### config.mk
export PLATFORM = sky130hd
export DESIGN_NAME = seq_alu_flat
export DESIGN_NICKNAME = d
export VERILOG_FILES = /design/src/rtl/seq_alu_if.sv /design/src/rtl/seq_alu.sv /design/src/flat_wrapper.sv
export SDC_FILE = /design/constraint.sdc
export NUM_CORES = 1
export LEC_CHECK = 0
export ABC_AREA = 1
export BUFFER_PORTS_ARGS = -buffer_cell sky130_fd_sc_hd__buf_4
export CAP_MARGIN = 10
export CORE_MARGIN = 8
export CORE_UTILIZATION = 40
export CTS_CLUSTER_DIAMETER = 40
export DETAILED_ROUTE_END_ITERATION = 6
export PLACE_DENSITY = 0.6
export SLEW_MARGIN = 15
export SYNTH_ARGS = -nofsm -noshare
export SYNTH_HDL_FRONTEND = slang
export SYNTH_SLANG_ARGS = --single-unit
### constraint.sdc
create_clock -name clk -period 6.36 [get_ports clk]
set_input_delay 1.59 -clock clk [delete_from_list [all_inputs] [get_ports clk]]
set_output_delay 1.59 -clock clk [all_outputs]
set_load 0.01 [all_outputs]
### src/rtl/seq_alu_if.sv
// seq_alu_if: operand/result bundle for seq_alu.
//
// Handshake: a transfer on either side happens at a rising clk edge where the
// producer's valid and the consumer's ready are both high. A producer keeps its
// payload stable while valid is high and ready is low. Ready may depend
// combinationally on the opposite side's ready (in_ready follows out_ready
// while a result is being held), but never on the same side's valid.
//
// Signals:
//   in_valid / in_ready         input-side handshake
//   A, B, ALUcode, shamt        operands, opcode, immediate shift amount
//   out_valid / out_ready       output-side handshake
//   result, fzero, fsign,       registered result and flags
//   fcarry, fequal
//
// Modports:
//   master : the upstream/downstream environment (drives operands, out_ready)
//   slave  : the ALU itself
interface seq_alu_if #(
  parameter int WIDTH   = 32,
  parameter int SHAMT_W = $clog2(WIDTH)
);
  logic               in_valid;
  logic               in_ready;
  logic [WIDTH-1:0]   A;
  logic [WIDTH-1:0]   B;
  logic [3:0]         ALUcode;
  logic [SHAMT_W-1:0] shamt;
  logic               out_valid;
  logic               out_ready;
  logic [WIDTH-1:0]   result;
  logic               fzero;
  logic               fsign;
  logic               fcarry;
  logic               fequal;

  modport master (
    output in_valid, A, B, ALUcode, shamt, out_ready,
    input  in_ready, out_valid, result, fzero, fsign, fcarry, fequal
  );

  modport slave (
    input  in_valid, A, B, ALUcode, shamt, out_ready,
    output in_ready, out_valid, result, fzero, fsign, fcarry, fequal
  );
endinterface

### src/rtl/seq_alu.sv
// seq_alu: registered ALU with valid/ready on both sides.
//
// Single-cycle opcodes produce their result one edge after acceptance. MUL
// (ALUcode 0110) runs a shift-add multiplier for WIDTH cycles and returns the
// low WIDTH bits of the unsigned product. A held result can be replaced by a
// new single-cycle result in the same cycle it is consumed, giving one op per
// cycle when the consumer keeps out_ready high.
//
// Ports:
//   clk        rising-edge clock
//   rst        asynchronous, active-low reset
//   flush      synchronous abort; drops any in-flight or held operation
//   bus        seq_alu_if.slave (operands, opcode, result, flags, handshakes)
//   state_dbg  current FSM state (0 IDLE, 1 MUL, 2 DONE)
module seq_alu #(
  parameter int WIDTH   = 32,
  parameter int SHAMT_W = $clog2(WIDTH)
) (
  input  logic       clk,
  input  logic       rst,
  input  logic       flush,
  seq_alu_if.slave   bus,
  output logic [1:0] state_dbg
);

  typedef enum logic [1:0] {
    S_IDLE = 2'd0,
    S_MUL  = 2'd1,
    S_DONE = 2'd2
  } state_t;

  localparam logic [3:0] OP_FWD  = 4'b0000;
  localparam logic [3:0] OP_ADD  = 4'b0001;
  localparam logic [3:0] OP_AND  = 4'b0010;
  localparam logic [3:0] OP_XOR  = 4'b0011;
  localparam logic [3:0] OP_SUB  = 4'b0100;
  localparam logic [3:0] OP_NEG  = 4'b0101;
  localparam logic [3:0] OP_MUL  = 4'b0110;
  localparam logic [3:0] OP_SLLV = 4'b1000;
  localparam logic [3:0] OP_SRLV = 4'b1010;
  localparam logic [3:0] OP_SRAV = 4'b1011;
  localparam logic [3:0] OP_SLL  = 4'b1100;
  localparam logic [3:0] OP_SRL  = 4'b1110;
  localparam logic [3:0] OP_SRA  = 4'b1111;

  localparam logic [WIDTH:0]     ONE_W    = {{WIDTH{1'b0}}, 1'b1};
  localparam logic [SHAMT_W-1:0] LAST_CNT = SHAMT_W'(WIDTH - 1);
  localparam logic [SHAMT_W-1:0] CNT_ONE  = SHAMT_W'(1);

  state_t state_q, state_d;

  logic accept;
  logic is_mul;

  // Multiplier state: {hi_q, lo_q} is the running product; lo_q starts as
  // the multiplier and is shifted out LSB first as product bits shift in.
  logic [WIDTH-1:0]   mcand_q;
  logic [WIDTH-1:0]   hi_q;
  logic [WIDTH-1:0]   lo_q;
  logic [SHAMT_W-1:0] cnt_q;
  logic               eq_q;
  logic [WIDTH:0]     step_sum;
  logic [WIDTH-1:0]   hi_n;
  logic [WIDTH-1:0]   lo_n;
  logic               mul_last;

  // Single-cycle datapath
  logic [SHAMT_W-1:0] amt;
  logic [WIDTH:0]     wide;
  logic [WIDTH:0]     shl_w;
  logic [WIDTH:0]     shr_w;
  logic [WIDTH:0]     sra_w;
  logic [WIDTH-1:0]   sc_res;
  logic               sc_carry;

  // Output register next values
  logic               load_out;
  logic [WIDTH-1:0]   res_d;
  logic               fcarry_d;
  logic               fequal_d;

  logic [WIDTH-1:0]   result_q;
  logic               fzero_q;
  logic               fsign_q;
  logic               fcarry_q;
  logic               fequal_q;

  // ---------------------------------------------------------------------------
  // Handshake
  // ---------------------------------------------------------------------------
  // rst is folded in so in_ready is low for the whole time reset is asserted,
  // and high in the first cycle after release without waiting for an edge.
  assign bus.in_ready  = rst & ~flush &
                         ((state_q == S_IDLE) | ((state_q == S_DONE) & bus.out_ready));
  assign bus.out_valid = (state_q == S_DONE);
  assign accept        = bus.in_valid & bus.in_ready;
  assign is_mul        = (bus.ALUcode == OP_MUL);

  assign state_dbg = state_q;

  // ---------------------------------------------------------------------------
  // FSM
  // ---------------------------------------------------------------------------
  always_ff @(posedge clk or negedge rst) begin
    if (!rst) begin
      state_q <= S_IDLE;
    end else begin
      state_q <= state_d;
    end
  end

  always_comb begin
    state_d = state_q;
    if (flush) begin
      state_d = S_IDLE;
    end else begin
      case (state_q)
        S_IDLE: begin
          if (accept) state_d = is_mul ? S_MUL : S_DONE;
        end
        S_MUL: begin
          if (mul_last) state_d = S_DONE;
        end
        S_DONE: begin
          if (accept) begin
            state_d = is_mul ? S_MUL : S_DONE;
          end else if (bus.out_ready) begin
            state_d = S_IDLE;
          end
        end
        default: state_d = S_IDLE;
      endcase
    end
  end

  // ---------------------------------------------------------------------------
  // Shift-add multiplier step
  // ---------------------------------------------------------------------------
  // Add the multiplicand into the high half when the current multiplier bit
  // is set, then shift the whole {carry, hi, lo} right by one.
  always_comb begin
    step_sum = {1'b0, hi_q} + (lo_q[0] ? {1'b0, mcand_q} : {(WIDTH+1){1'b0}});
    hi_n     = step_sum[WIDTH:1];
    lo_n     = {step_sum[0], lo_q[WIDTH-1:1]};
  end

  assign mul_last = (state_q == S_MUL) && (cnt_q == LAST_CNT);

  always_ff @(posedge clk or negedge rst) begin
    if (!rst) begin
      mcand_q <= '0;
      hi_q    <= '0;
      lo_q    <= '0;
      cnt_q   <= '0;
      eq_q    <= 1'b0;
    end else if (accept && is_mul) begin
      mcand_q <= bus.A;
      hi_q    <= '0;
      lo_q    <= bus.B;
      cnt_q   <= '0;
      eq_q    <= (bus.A == bus.B);
    end else if (state_q == S_MUL) begin
      hi_q    <= hi_n;
      lo_q    <= lo_n;
      cnt_q   <= cnt_q + CNT_ONE;
    end
  end

  // ---------------------------------------------------------------------------
  // Single-cycle operations
  // ---------------------------------------------------------------------------
  // Immediate shifts have ALUcode[2]=1, variable shifts take the amount from B.
  assign amt = bus.ALUcode[2] ? bus.shamt : bus.B[SHAMT_W-1:0];

  // Each shift is done one bit wider than the operand so the last bit shifted
  // out lands in the extra position; a zero amount leaves a zero there.
  always_comb begin
    shl_w = {1'b0, bus.A} << amt;
    shr_w = {bus.A, 1'b0} >> amt;
    sra_w = $unsigned($signed({bus.A, 1'b0}) >>> amt);
  end

  always_comb begin
    sc_res   = bus.A;
    sc_carry = 1'b0;
    wide     = '0;
    case (bus.ALUcode)
      OP_FWD: begin
        sc_res = bus.A;
      end
      OP_ADD: begin
        wide     = {1'b0, bus.A} + {1'b0, bus.B};
        sc_res   = wide[WIDTH-1:0];
        sc_carry = wide[WIDTH];
      end
      OP_AND: begin
        sc_res = bus.A & bus.B;
      end
      OP_XOR: begin
        sc_res = bus.A ^ bus.B;
      end
      OP_SUB: begin
        // Carry of A + ~B + 1: set when no borrow occurs.
        wide     = {1'b0, bus.A} + {1'b0, ~bus.B} + ONE_W;
        sc_res   = wide[WIDTH-1:0];
        sc_carry = wide[WIDTH];
      end
      OP_NEG: begin
        wide     = {1'b0, ~bus.B} + ONE_W;
        sc_res   = wide[WIDTH-1:0];
        sc_carry = wide[WIDTH];
      end
      OP_SLL, OP_SLLV: begin
        sc_res   = shl_w[WIDTH-1:0];
        sc_carry = shl_w[WIDTH];
      end
      OP_SRL, OP_SRLV: begin
        sc_res   = shr_w[WIDTH:1];
        sc_carry = shr_w[0];
      end
      OP_SRA, OP_SRAV: begin
        sc_res   = sra_w[WIDTH:1];
        sc_carry = sra_w[0];
      end
      default: begin
        sc_res   = bus.A;
        sc_carry = 1'b0;
      end
    endcase
  end

  // ---------------------------------------------------------------------------
  // Output register
  // ---------------------------------------------------------------------------
  // Loaded either by a single-cycle acceptance or by the final multiply step.
  // Flush suppresses the multiply completion (acceptance is already blocked).
  always_comb begin
    load_out = 1'b0;
    res_d    = sc_res;
    fcarry_d = sc_carry;
    fequal_d = (bus.A == bus.B);
    if (accept && !is_mul) begin
      load_out = 1'b1;
    end else if (mul_last && !flush) begin
      load_out = 1'b1;
      res_d    = lo_n;
      fcarry_d = |hi_n;
      fequal_d = eq_q;
    end
  end

  always_ff @(posedge clk or negedge rst) begin
    if (!rst) begin
      result_q <= '0;
      fzero_q  <= 1'b0;
      fsign_q  <= 1'b0;
      fcarry_q <= 1'b0;
      fequal_q <= 1'b0;
    end else if (load_out) begin
      result_q <= res_d;
      fzero_q  <= (res_d == '0);
      fsign_q  <= res_d[WIDTH-1];
      fcarry_q <= fcarry_d;
      fequal_q <= fequal_d;
    end
  end

  assign bus.result = result_q;
  assign bus.fzero  = fzero_q;
  assign bus.fsign  = fsign_q;
  assign bus.fcarry = fcarry_q;
  assign bus.fequal = fequal_q;

endmodule

### src/flat_wrapper.sv
// flat-port wrapper written by rule: the top's interface ports become plain ports
module seq_alu_flat 
#(
  parameter int WIDTH   = 32,
  parameter int SHAMT_W = $clog2(WIDTH)
)
  (clk, rst, flush, state_dbg, bus_in_valid, bus_A, bus_B, bus_ALUcode, bus_shamt, bus_out_ready, bus_in_ready, bus_out_valid, bus_result, bus_fzero, bus_fsign, bus_fcarry, bus_fequal);
  seq_alu_if #(.WIDTH(WIDTH), .SHAMT_W(SHAMT_W)) bus_i ();
  input  logic clk;
  input  logic rst;
  input  logic flush;
  output logic [1:0] state_dbg;
  input wire logic [$bits(bus_i.in_valid)-1:0] bus_in_valid;
  input wire logic [$bits(bus_i.A)-1:0] bus_A;
  input wire logic [$bits(bus_i.B)-1:0] bus_B;
  input wire logic [$bits(bus_i.ALUcode)-1:0] bus_ALUcode;
  input wire logic [$bits(bus_i.shamt)-1:0] bus_shamt;
  input wire logic [$bits(bus_i.out_ready)-1:0] bus_out_ready;
  output wire logic [$bits(bus_i.in_ready)-1:0] bus_in_ready;
  output wire logic [$bits(bus_i.out_valid)-1:0] bus_out_valid;
  output wire logic [$bits(bus_i.result)-1:0] bus_result;
  output wire logic [$bits(bus_i.fzero)-1:0] bus_fzero;
  output wire logic [$bits(bus_i.fsign)-1:0] bus_fsign;
  output wire logic [$bits(bus_i.fcarry)-1:0] bus_fcarry;
  output wire logic [$bits(bus_i.fequal)-1:0] bus_fequal;
  assign bus_i.in_valid = bus_in_valid;
  assign bus_i.A = bus_A;
  assign bus_i.B = bus_B;
  assign bus_i.ALUcode = bus_ALUcode;
  assign bus_i.shamt = bus_shamt;
  assign bus_i.out_ready = bus_out_ready;
  assign bus_in_ready = bus_i.in_ready;
  assign bus_out_valid = bus_i.out_valid;
  assign bus_result = bus_i.result;
  assign bus_fzero = bus_i.fzero;
  assign bus_fsign = bus_i.fsign;
  assign bus_fcarry = bus_i.fcarry;
  assign bus_fequal = bus_i.fequal;
  seq_alu #(.WIDTH(WIDTH), .SHAMT_W(SHAMT_W)) u_core (.clk(clk), .rst(rst), .flush(flush), .bus(bus_i), .state_dbg(state_dbg));
endmodule
== Word level (Yosys, flattened, before mapping) ==
Index checks and enable logic that the tools add are counted.
Storage, ports and cells
  logic and storage cells: 87
  memory bits (read-only): 0
  output and inout port bits: 40
  memories kept: 0
  latch bits: 0
  input bits: 78
  RAM bits: 0
  flip-flop bits (word level): 140
Operators by class
  add/subtract/negate cells: 6
  divide/modulo/power cells: 0
  muxes and demuxes: 25
  magnitude comparators: 0
  reduce and logical (&&, ||, !) cells: 14
  shift-type cells: 3
  equality and inequality tests: 19
  bitwise logic cells: 9
  multipliers: 0
Operators by type and width (number)
  32-bit case mux with 8 select lines: 1
  32-bit 2-to-1 mux: 7
  32-bit by 32-bit adder with 33-bit output: 2
  32-bit by 1-bit adder with 33-bit output (second input constant): 1
  32-bit by 33-bit adder with 33-bit output: 1
  33-bit by 1-bit adder with 33-bit output (second input constant): 1
  32-bit by 5-bit << shifter with 33-bit output: 1
  33-bit by 5-bit >> shifter with 33-bit output: 1
  33-bit by 5-bit >>> shifter with 33-bit output: 1
  32-bit AND: 1
  32-bit == test: 1
  32-bit zero test: 1
  32-bit NOT: 1
  32-bit OR reduction: 1
  32-bit bitwise XOR: 1
  4-bit == test (second input constant): 6
  5-bit 2-to-1 mux: 3
  4-bit by 3-bit == test with 1-bit output (second input constant): 3
  2-bit 2-to-1 mux: 6
  4-bit by 2-bit == test with 1-bit output (second input constant): 2
  1-bit 2-to-1 mux: 6
  3-bit by 2-bit != test with 1-bit output (second input constant): 2
  1-bit case mux with 6 select lines: 1
  2-bit case mux with 3 select lines: 1
  other kinds (15): 24

== Logic depth before layout (Yosys ltp) ==
Gate-level depths: netlist (run 1).
  depth in word-level cells: 8
  depth in mapped cells: 26
  depth with buffers taken out: 25

== Worst setup path before layout (run 1) ==
Ideal clock, no wire load.
  path type: input to register
  start point: input port bus_A[0]
  end point: register u_core.fzero_q (netlist: u_core.bus.fzero)
  setup time: 0.066 ns
  cell stages on the path: 24
  slack: 2.702 ns
  arrival time: 3.592 ns
  required time: 6.294 ns
  path buffers: 0
  cell sequence: inv_1 ha_1 fa_1 inv_1 nand3_1 nand3_1 nand2_1 nand2_1 nand2_1 nand2_1 nand2_1 nand2_1 nand2_1 nand3_1 nand2_1 nor2_1 nand2_1 nand2_1 nand2_1 nor2_1 nand2_1 nor2_1 nand3_1 nand2_1
Between the ends
  cells in the longest elaborated chain, start to end: 6
Ends and longest elaborated chain
  start: declaration: RTL line flat_wrapper.sv:14  | input wire logic [$bits(bus_i.A)-1:0] bus_A;
  32-bit by 32-bit adder with 33-bit output: RTL line seq_alu.sv:204  | wide = {1'b0, bus.A} + {1'b0, ~bus.B} + ONE_W;
  33-bit by 1-bit adder with 33-bit output: RTL line seq_alu.sv:204
  32-bit case mux with 8 select lines (*): RTL line seq_alu.sv:187  | case (bus.ALUcode)
  32-bit 2-to-1 mux: RTL line seq_alu.sv:244  | end else if (mul_last && !flush) begin
  32-bit 2-to-1 mux (*): RTL line seq_alu.sv:242  | if (accept && !is_mul) begin
  32-bit zero test (*): RTL line seq_alu.sv:261  | fzero_q <= (res_d == '0);
  end signal: assignment: RTL line seq_alu.sv:261
  end: declaration: RTL line seq_alu.sv:83  | logic fzero_q;
Mark *: on every way between the ends. The rest lies on a longest branch, timed or not.
A chain may end at the register's enable or synchronous reset.

== Worst setup path in the final report (run 1) ==
  start point: input port bus_ALUcode[2]
  end point: register u_core.fzero_q (netlist: u_core.bus.fzero)
Between the ends
  cells in the longest elaborated chain, start to end: 6
Ends and longest elaborated chain
  start: declaration: RTL line flat_wrapper.sv:16  | input wire logic [$bits(bus_i.ALUcode)-1:0] bus_ALUcode;
  5-bit 2-to-1 mux or 4-bit == test (tied branches): RTL line seq_alu.sv:173, seq_alu.sv:187
  33-bit by 5-bit >>> shifter with 33-bit output (tied with other cells): RTL line seq_alu.sv:180  | sra_w = $unsigned($signed({bus.A, 1'b0}) >>> amt);
  32-bit case mux with 8 select lines: RTL line seq_alu.sv:187
  32-bit 2-to-1 mux: RTL line seq_alu.sv:244
  32-bit 2-to-1 mux: RTL line seq_alu.sv:242
  32-bit zero test: RTL line seq_alu.sv:261
Several ways; a longest one is shown, not always the timed one.

==> impl_metrics.json, run 1 <==
{
  "outcome": "complete, but fails checks",
  "violations": "design-rule violations",
  "port-buffer-count": 117,
  "clock_path_buffers": 2,
  "drive_gt1_share_pct": 6.30,
  "fin_area_sq_mm": 0.0209,
  "fmax_ghz": 0.208,
  "dieHeight_um": 233,
  "synth_top_family_by_area": "simple AND/OR/NAND/NOR gates",
  "vias": 24500,
  "final_common_cell": "nand2_1",
  "synth_xor_area_share_pct": 1.48,
  "dieArea_sq_mm": 0.0545,
  "ys_top_cells_by_area": "nand2_1 21%, dfrtp_1 18%, nand3_1 14%, inv_1 8.2%, nor2_1 7.3%",
  "synthAdderAreaFrac_pct": 6.94,
  "stdcell_count": 4070,
  "fin_crit_ns": 4.81,
  "cts.hold.buffers_added": 0,
  "cts.clk_slew.worst_paths_ns": 0.07,
  "period_share_pct": 75.7,
  "slowest_stage": "nand2_4",
  "fin_tns_setup_ns": 0,
  "rsz0062_at_grt": "no",
  "netlist.area_leader.share_pct": 21.4,
  "finalHoldViolations": 0,
  "grt_first_pass_wirelength_mm": 147,
  "cts_resized": 0,
  "holdPathStages": 2,
  "synth_compound_area_share_pct": 14.4,
  "clock-sinks": 139,
  "drc_errors": 7,
  "ys_seq_area_share_pct": 18.4,
  "yosys.cell_types.count": 47,
  "p_leak_uw": 0.0111,
  "setup_slack_ns": 1.55,
  "synthSimpleGateAreaFrac_pct": 46.9,
  "wirelength_mm": 102,
  "ys_ff_latch": 139,
  "most-common-layout-cells": "1,076 x nand2_1, 541 x nand3_1, 412 x inv_1",
  "die_w_um": 233,
  "max_stage_delay_ns": 0.59,
  "hold_start": "u_core.mcand_q[30]",
  "cts_tree": "built",
  "maxSlewViolCount": 0,
  "crit_chain": "buf_4 -> nand2_2 -> nand2_4 -> nand2_1 -> nand3_1 -> nand3_1 -> nand2_1 -> nand2_1 -> nand2_1 -> a21oi_1 -> nor2_1 -> nand2_1 -> a21oi_2 -> nand2_1 -> nor2_1 -> nand2_1 -> nor2_1 -> nand3_1 -> nand2_1",
  "track_usage_pct": 36.5,
  "worstPathMaxFanout": 36,
  "grt_pass1_vias": 22900,
  "critical_path.top_delay_family": "simple AND/OR/NAND/NOR gates",
  "grt_max_degree": 76,
  "peakVddDrop_mv": 0.160,
  "dp_hpwl_mm": 82.9,
  "avgSynthCellArea_sq_um": 5.53,
  "r2r_setup_slack_ns": 2.36,
  "grt_overflow": 0,
  "worstPathRequired_ns": 6.74,
  "syn_area_sq_mm": 0.0189,
  "cpMostUsedCell": "nand2_1",
  "synth_edf_count": 0,
  "ys_warn_count": 0,
  "crit_type": "primary input to flip-flop",
  "r2r-end": "u_core.bus.fcarry",
  "wl_per_cell_um": 25.0,
  "reg2regPathDepth": 16,
  "viasPerCell": 6.01,
  "post_cts_buffers": 0,
  "initialDrtViolationCount": 3700,
  "clock_latency_ns": 0.44,
  "holdCritPathClass": "flip-flop to flip-flop",
  "antenna_cells": 0,
  "maxCapViolCount": 0,
  "postPlaceCellArea_sq_mm": 0.0202,
  "worst_setup_path_end_kind": "flip-flop",
  "ant_nets": 0,
  "synthesis.nets": 3598,
  "start_util_pct": 40.5,
  "post-place-ws_ns": 1.28,
  "relSlewSlack_pct": 30.5,
  "setup_viol": 0,
  "worst_pin_slew_ns": 1.04,
  "worstHoldEndpoint": "u_core.mcand_q[30]",
  "synth-main-ff-cell": "dfrtp_1",
  "async_flop_share_pct": 100,
  "synth_area_leader_cell": "nand2_1",
  "io_pins": 118,
  "syn_inst": 3417,
  "place_inst": 4039,
  "rr_startpoint": "u_core.lo_q[0]",
  "coreArea_sq_mm": 0.0467,
  "rows": 79,
  "area_growth_syn_to_layout_pct": 10.5,
  "dr.pass1.iters": 7,
  "power_density_mw_per_mm2": 224,
  "synthMuxAreaShare_pct": 0,
  "root_buffer": "clkbuf_16",
  "worst-path-buf-inv": 1,
  "h-tree-depth": 4,
  "gp_congestion": 1.12,
  "final_nets": 3632,
  "cts_buffers": 17,
  "antenna_found_initial": 0,
  "start_kind": "primary input",
  "skew_ns": 0.0151,
  "critPathArrivalTime_ns": 5.19,
  "power_uw": 4680
}
-- worst max path at each step --
stage	endpoint	slack [ns]	cells past startpoint	from
final	u_core.bus.fzero	1.55	19	bus_ALUcode[2]
after global routing	u_core.bus.fzero	1.48	19	bus_ALUcode[2]
after CTS	u_core.bus.fzero	1.75	19	bus_ALUcode[2]
after detailed placement	u_core.bus.fzero	1.28	19	bus_ALUcode[2]
after global placement	u_core.bus.fzero	1.25	19	bus_ALUcode[2]
after floorplan	u_core.bus.fzero	2.70	24	bus_A[0]
-- area by class of cell --
type,instances,area [sq um]
Inverter,424,1590
Clock inverter,14,234
Multi-Input combinational cell,2716,13200
Fill cell,5322,25800
Sequential cell,139,3480
Clock buffer,17,425
Timing Repair Buffer,153,1160
Tap cell,607,759
-- metrics by stage --
step / hold WS, ns / util (%)
global route: 0.497 / 44.8
detailed placement: 0.473 / 43.4
finish: 0.483 / 44.8
floorplan: 0.453 / -
CTS: 0.489 / 44.8
global placement: 0.465 / 43.4
-- metal layers --
layer | GRT usage, % | vias to the layer above | part of all wire [%]
met1 | 45.4 | 11400 | 38
met3 | 5.24 | 344 | 9.5
li1 | - | 11200 | -
met4 | 25.1 | 0 | 8.0
met2 | 58.0 | 1552 | 44
met5 | 0 | - | 0
-- synthesized netlist by cell type (5+ instances only) --
library cell	instances
nand2_1	1076
nand3_1	541
inv_1	413
nor2_1	368
o21ai_0	172
a21oi_1	168
dfrtp_1	139
ha_1	100
clkbuf_1	73
nand4_1	51
buf_2	40
nor3_1	33
o221ai_1	32
xor2_1	20
o22ai_1	16
o21bai_1	15
buf_4	13
o211ai_1	12
xnor2_1	12
a31oi_1	11
o21ai_1	10
a22o_1	9
and2_1	8
buf_1	7
inv_2	7
nor4_1	7
a21o_1	6
nand2_2	6
a21boi_0	5
buf_6	5
nand3b_1	5
-- sequential cells by signal (all words and copies together) (netlist names) --
register / cells
u_core.hi_q: 32
u_core.lo_q: 32
u_core.mcand_q: 32
u_core.bus.result: 31
u_core.cnt_q: 5
u_core.state_dbg: 2
u_core.bus.fcarry: 1
u_core.bus.fequal: 1
u_core.bus.fsign: 1
u_core.bus.fzero: 1
u_core.eq_q: 1
-- cells by family after synthesis --
logic type,Yosys count
xor gates and xnor gates,32
AOI/OAI and AO/OA,473
DFF,139
and+or+nand+nor,2108
adders and majority gates,103
buffers and inverters,562
-- tightest hold or removal path, cell delays in order, from the launching register on --
cell	delay (ns)
dfrtp_1	0.34
nand2_1	0.05
o21ai_0	0.06
-- power breakdown --
part           internal [uW]  switching [uW]
Sequential              1120             175
Clock                    705             432
Combinational            709            1540
Note: power is estimated with default switching activity, not from simulation.
==> run 2: changes to the inputs <==
--- a/config.mk
+++ b/config.mk
@@ -12,7 +12,7 @@
 export CORE_UTILIZATION = 40
 export CTS_CLUSTER_DIAMETER = 40
 export DETAILED_ROUTE_END_ITERATION = 6
-export PLACE_DENSITY = 0.6
+export PLACE_DENSITY = 0.63
 export SLEW_MARGIN = 15
 export SYNTH_ARGS = -nofsm -noshare
 export SYNTH_HDL_FRONTEND = slang
==> constraint.sdc (replaced) <==
create_clock -name clk -period 4.1 [get_ports clk]
set_input_delay 1.025 -clock clk [delete_from_list [all_inputs] [get_ports clk]]
set_output_delay 1.025 -clock clk [all_outputs]
set_load 0.01 [all_outputs]
==> run 2 against run 1 <==
The flow still finishes with violations (design-rule violations). Die area stayed put. Global-route usage is 0.52 points higher. Core utilization is 5.6 points higher. Non-clock buffer count is 324 higher. Routed wire length is 1.0% higher. Sequential power is 53% higher. Combinational power is 74% higher. Cell count is 8.0% higher. Largest cell class unchanged.
==> impl_metrics.json, run 2 (synthesis results as in run 1) <==
{
  "outcome": "complete, but fails checks",
  "violations": "design-rule violations",
  "final_nets": 3956,
  "cts_buffers": 17,
  "rsz0062_at_grt": "no",
  "grt_overflow": 0,
  "antenna_found_initial": 1,
  "clock-sinks": 139,
  "dieArea_sq_mm": 0.0545,
  "hold_start": "u_core.mcand_q[16]",
  "wl_per_cell_um": 23.4,
  "most-common-layout-cells": "1,076 x nand2_1, 540 x nand3_1, 458 x buf_4",
  "rr_startpoint": "u_core.lo_q[0]",
  "io_pins": 118,
  "maxSlewViolCount": 0,
  "power_density_mw_per_mm2": 320,
  "critPathArrivalTime_ns": 4.30,
  "clock_path_buffers": 2,
  "worst_pin_slew_ns": 0.963,
  "start_kind": "primary input",
  "grt_first_pass_wirelength_mm": 151,
  "worst_setup_path_end_kind": "flip-flop",
  "finalHoldViolations": 0,
  "root_buffer": "clkbuf_16",
  "start_util_pct": 40.5,
  "worstPathRequired_ns": 4.49,
  "period_share_pct": 95.5,
  "setup_viol": 0,
  "drive_gt1_share_pct": 14.4,
  "critPathLaunch": "bus_B[18]",
  "grt_max_degree": 75,
  "area_growth_syn_to_layout_pct": 24.3,
  "port-buffer-count": 117,
  "cts.clk_slew.worst_paths_ns": 0.06,
  "viasPerCell": 5.71,
  "dp_hpwl_mm": 86.8,
  "grt_pass1_vias": 24100,
  "postPlaceCellArea_sq_mm": 0.0229,
  "p_leak_uw": 0.0127,
  "crit_type": "primary input to flip-flop",
  "fmax_ghz": 0.255,
  "holdPathStages": 2,
  "antenna_cells": 0,
  "fin_crit_ns": 3.92,
  "ant_nets": 0,
  "final_common_cell": "nand2_1",
  "track_usage_pct": 37.0,
  "peakVddDrop_mv": 0.219,
  "setup_slack_ns": 0.183,
  "relSlewSlack_pct": 35.8,
  "vias": 25100,
  "holdCritPathClass": "flip-flop to flip-flop",
  "maxCapViolCount": 0,
  "die_w_um": 233,
  "post_cts_buffers": 0,
  "gp_congestion": 1.09,
  "clock_latency_ns": 0.45,
  "worstPathMaxFanout": 11,
  "wirelength_mm": 103,
  "cts_tree": "built",
  "dr.pass1.iters": 7,
  "rows": 79,
  "coreArea_sq_mm": 0.0467,
  "reg2regPathDepth": 16,
  "fin_util_pct": 50.4,
  "drc_errors": 2,
  "reg_top3": "u_core.hi_q x32, u_core.lo_q x32, u_core.mcand_q x32",
  "fin_area_sq_mm": 0.0235,
  "dieHeight_um": 233,
  "h-tree-depth": 4,
  "skew_ns": 0.0124,
  "initialDrtViolationCount": 2847,
  "cts.hold.buffers_added": 0,
  "post-place-ws_ns": -0.230
}
-- run 2: cell types whose count changed in the layout (fill, tap and decap cells not counted), moves of 2 or more --
cell       change
bufinv_16      -3
nor3_2         +2
inv_6          +2
buf_4        +307
clkbuf_8       +2
nor3_1         -2
buf_12        +17
-- run 2: worst paths after layout --
kind / slack, ns / endpoint
setup / recovery: 0.18 / u_core.bus.fzero
min in group asynchronous: 0.75 / u_core.state_dbg[0]
hold reg to reg: 0.48 / u_core.mcand_q[16]
max in group asynchronous: 1.85 / u_core.mcand_q[21]
hold / removal: 0.48 / u_core.mcand_q[16]
setup reg to reg: 0.33 / u_core.bus.fcarry
-- run 2: critical path: stages --
cell	delay [ns]
buf_4	0.14
inv_1	0.10
ha_1	0.47
nor2_1	0.25
nand2_1	0.16
nor3_2	0.38
o21ai_0	0.32
nand3_1	0.14
nand2_1	0.06
nand3_1	0.06
nand2_1	0.08
inv_1	0.09
nand3_1	0.11
a21oi_1	0.31
nand2_1	0.09
nor2_1	0.29
nand3_1	0.14
nand2_1	0.07
-- run 2: through the flow --
stage / hold WS, ns / total power (uW) / instances / setup TNS [ns]
global placement: 0.465 / 5800 / 4363 / -0.500
global route: 0.498 / 7960 / 4395 / 0
floorplan: 0.453 / 4130 / 3417 / 0
CTS: 0.487 / 7450 / 4395 / 0
detailed placement: 0.470 / 5800 / 4363 / -0.390
finish: 0.484 / 7520 / 4395 / 0
-- run 2: power breakdown --
| group | internal, uW | switching, uW | leakage [uW] |
|---|---|---|---|
| Sequential | 1740 | 245 | 0.00176 |
| Combinational | 1450 | 2460 | 0.0107 |
| Clock | 946 | 682 | 0.000296 |
-- run 2: timing repair --
action	in CTS	in global routing
setup endpoints to repair	0	1
gates resized for setup	0	3
endpoints found under the hold margin	0	0
-- run 2: area by class of cell --
type                            instances  area [sq um]
Clock inverter                         12           151
Tap cell                              607           759
Multi-Input combinational cell       2716         13200
Sequential cell                       139          3480
Fill cell                            5200         23200
Timing Repair Buffer                  477          3810
Inverter                              424          1590
Clock buffer                           20           457
-- run 2: layer usage --
metal / up-vias / global-route usage [%] / routed length (um)
met2: 1306 / 60.5 / 46300
li1: 11900 / - / -
met3: 322 / 6.15 / 8300
met4: 2 / 26.1 / 8150
met1: 11600 / 44.0 / 39900
met5: - / 0 / 13
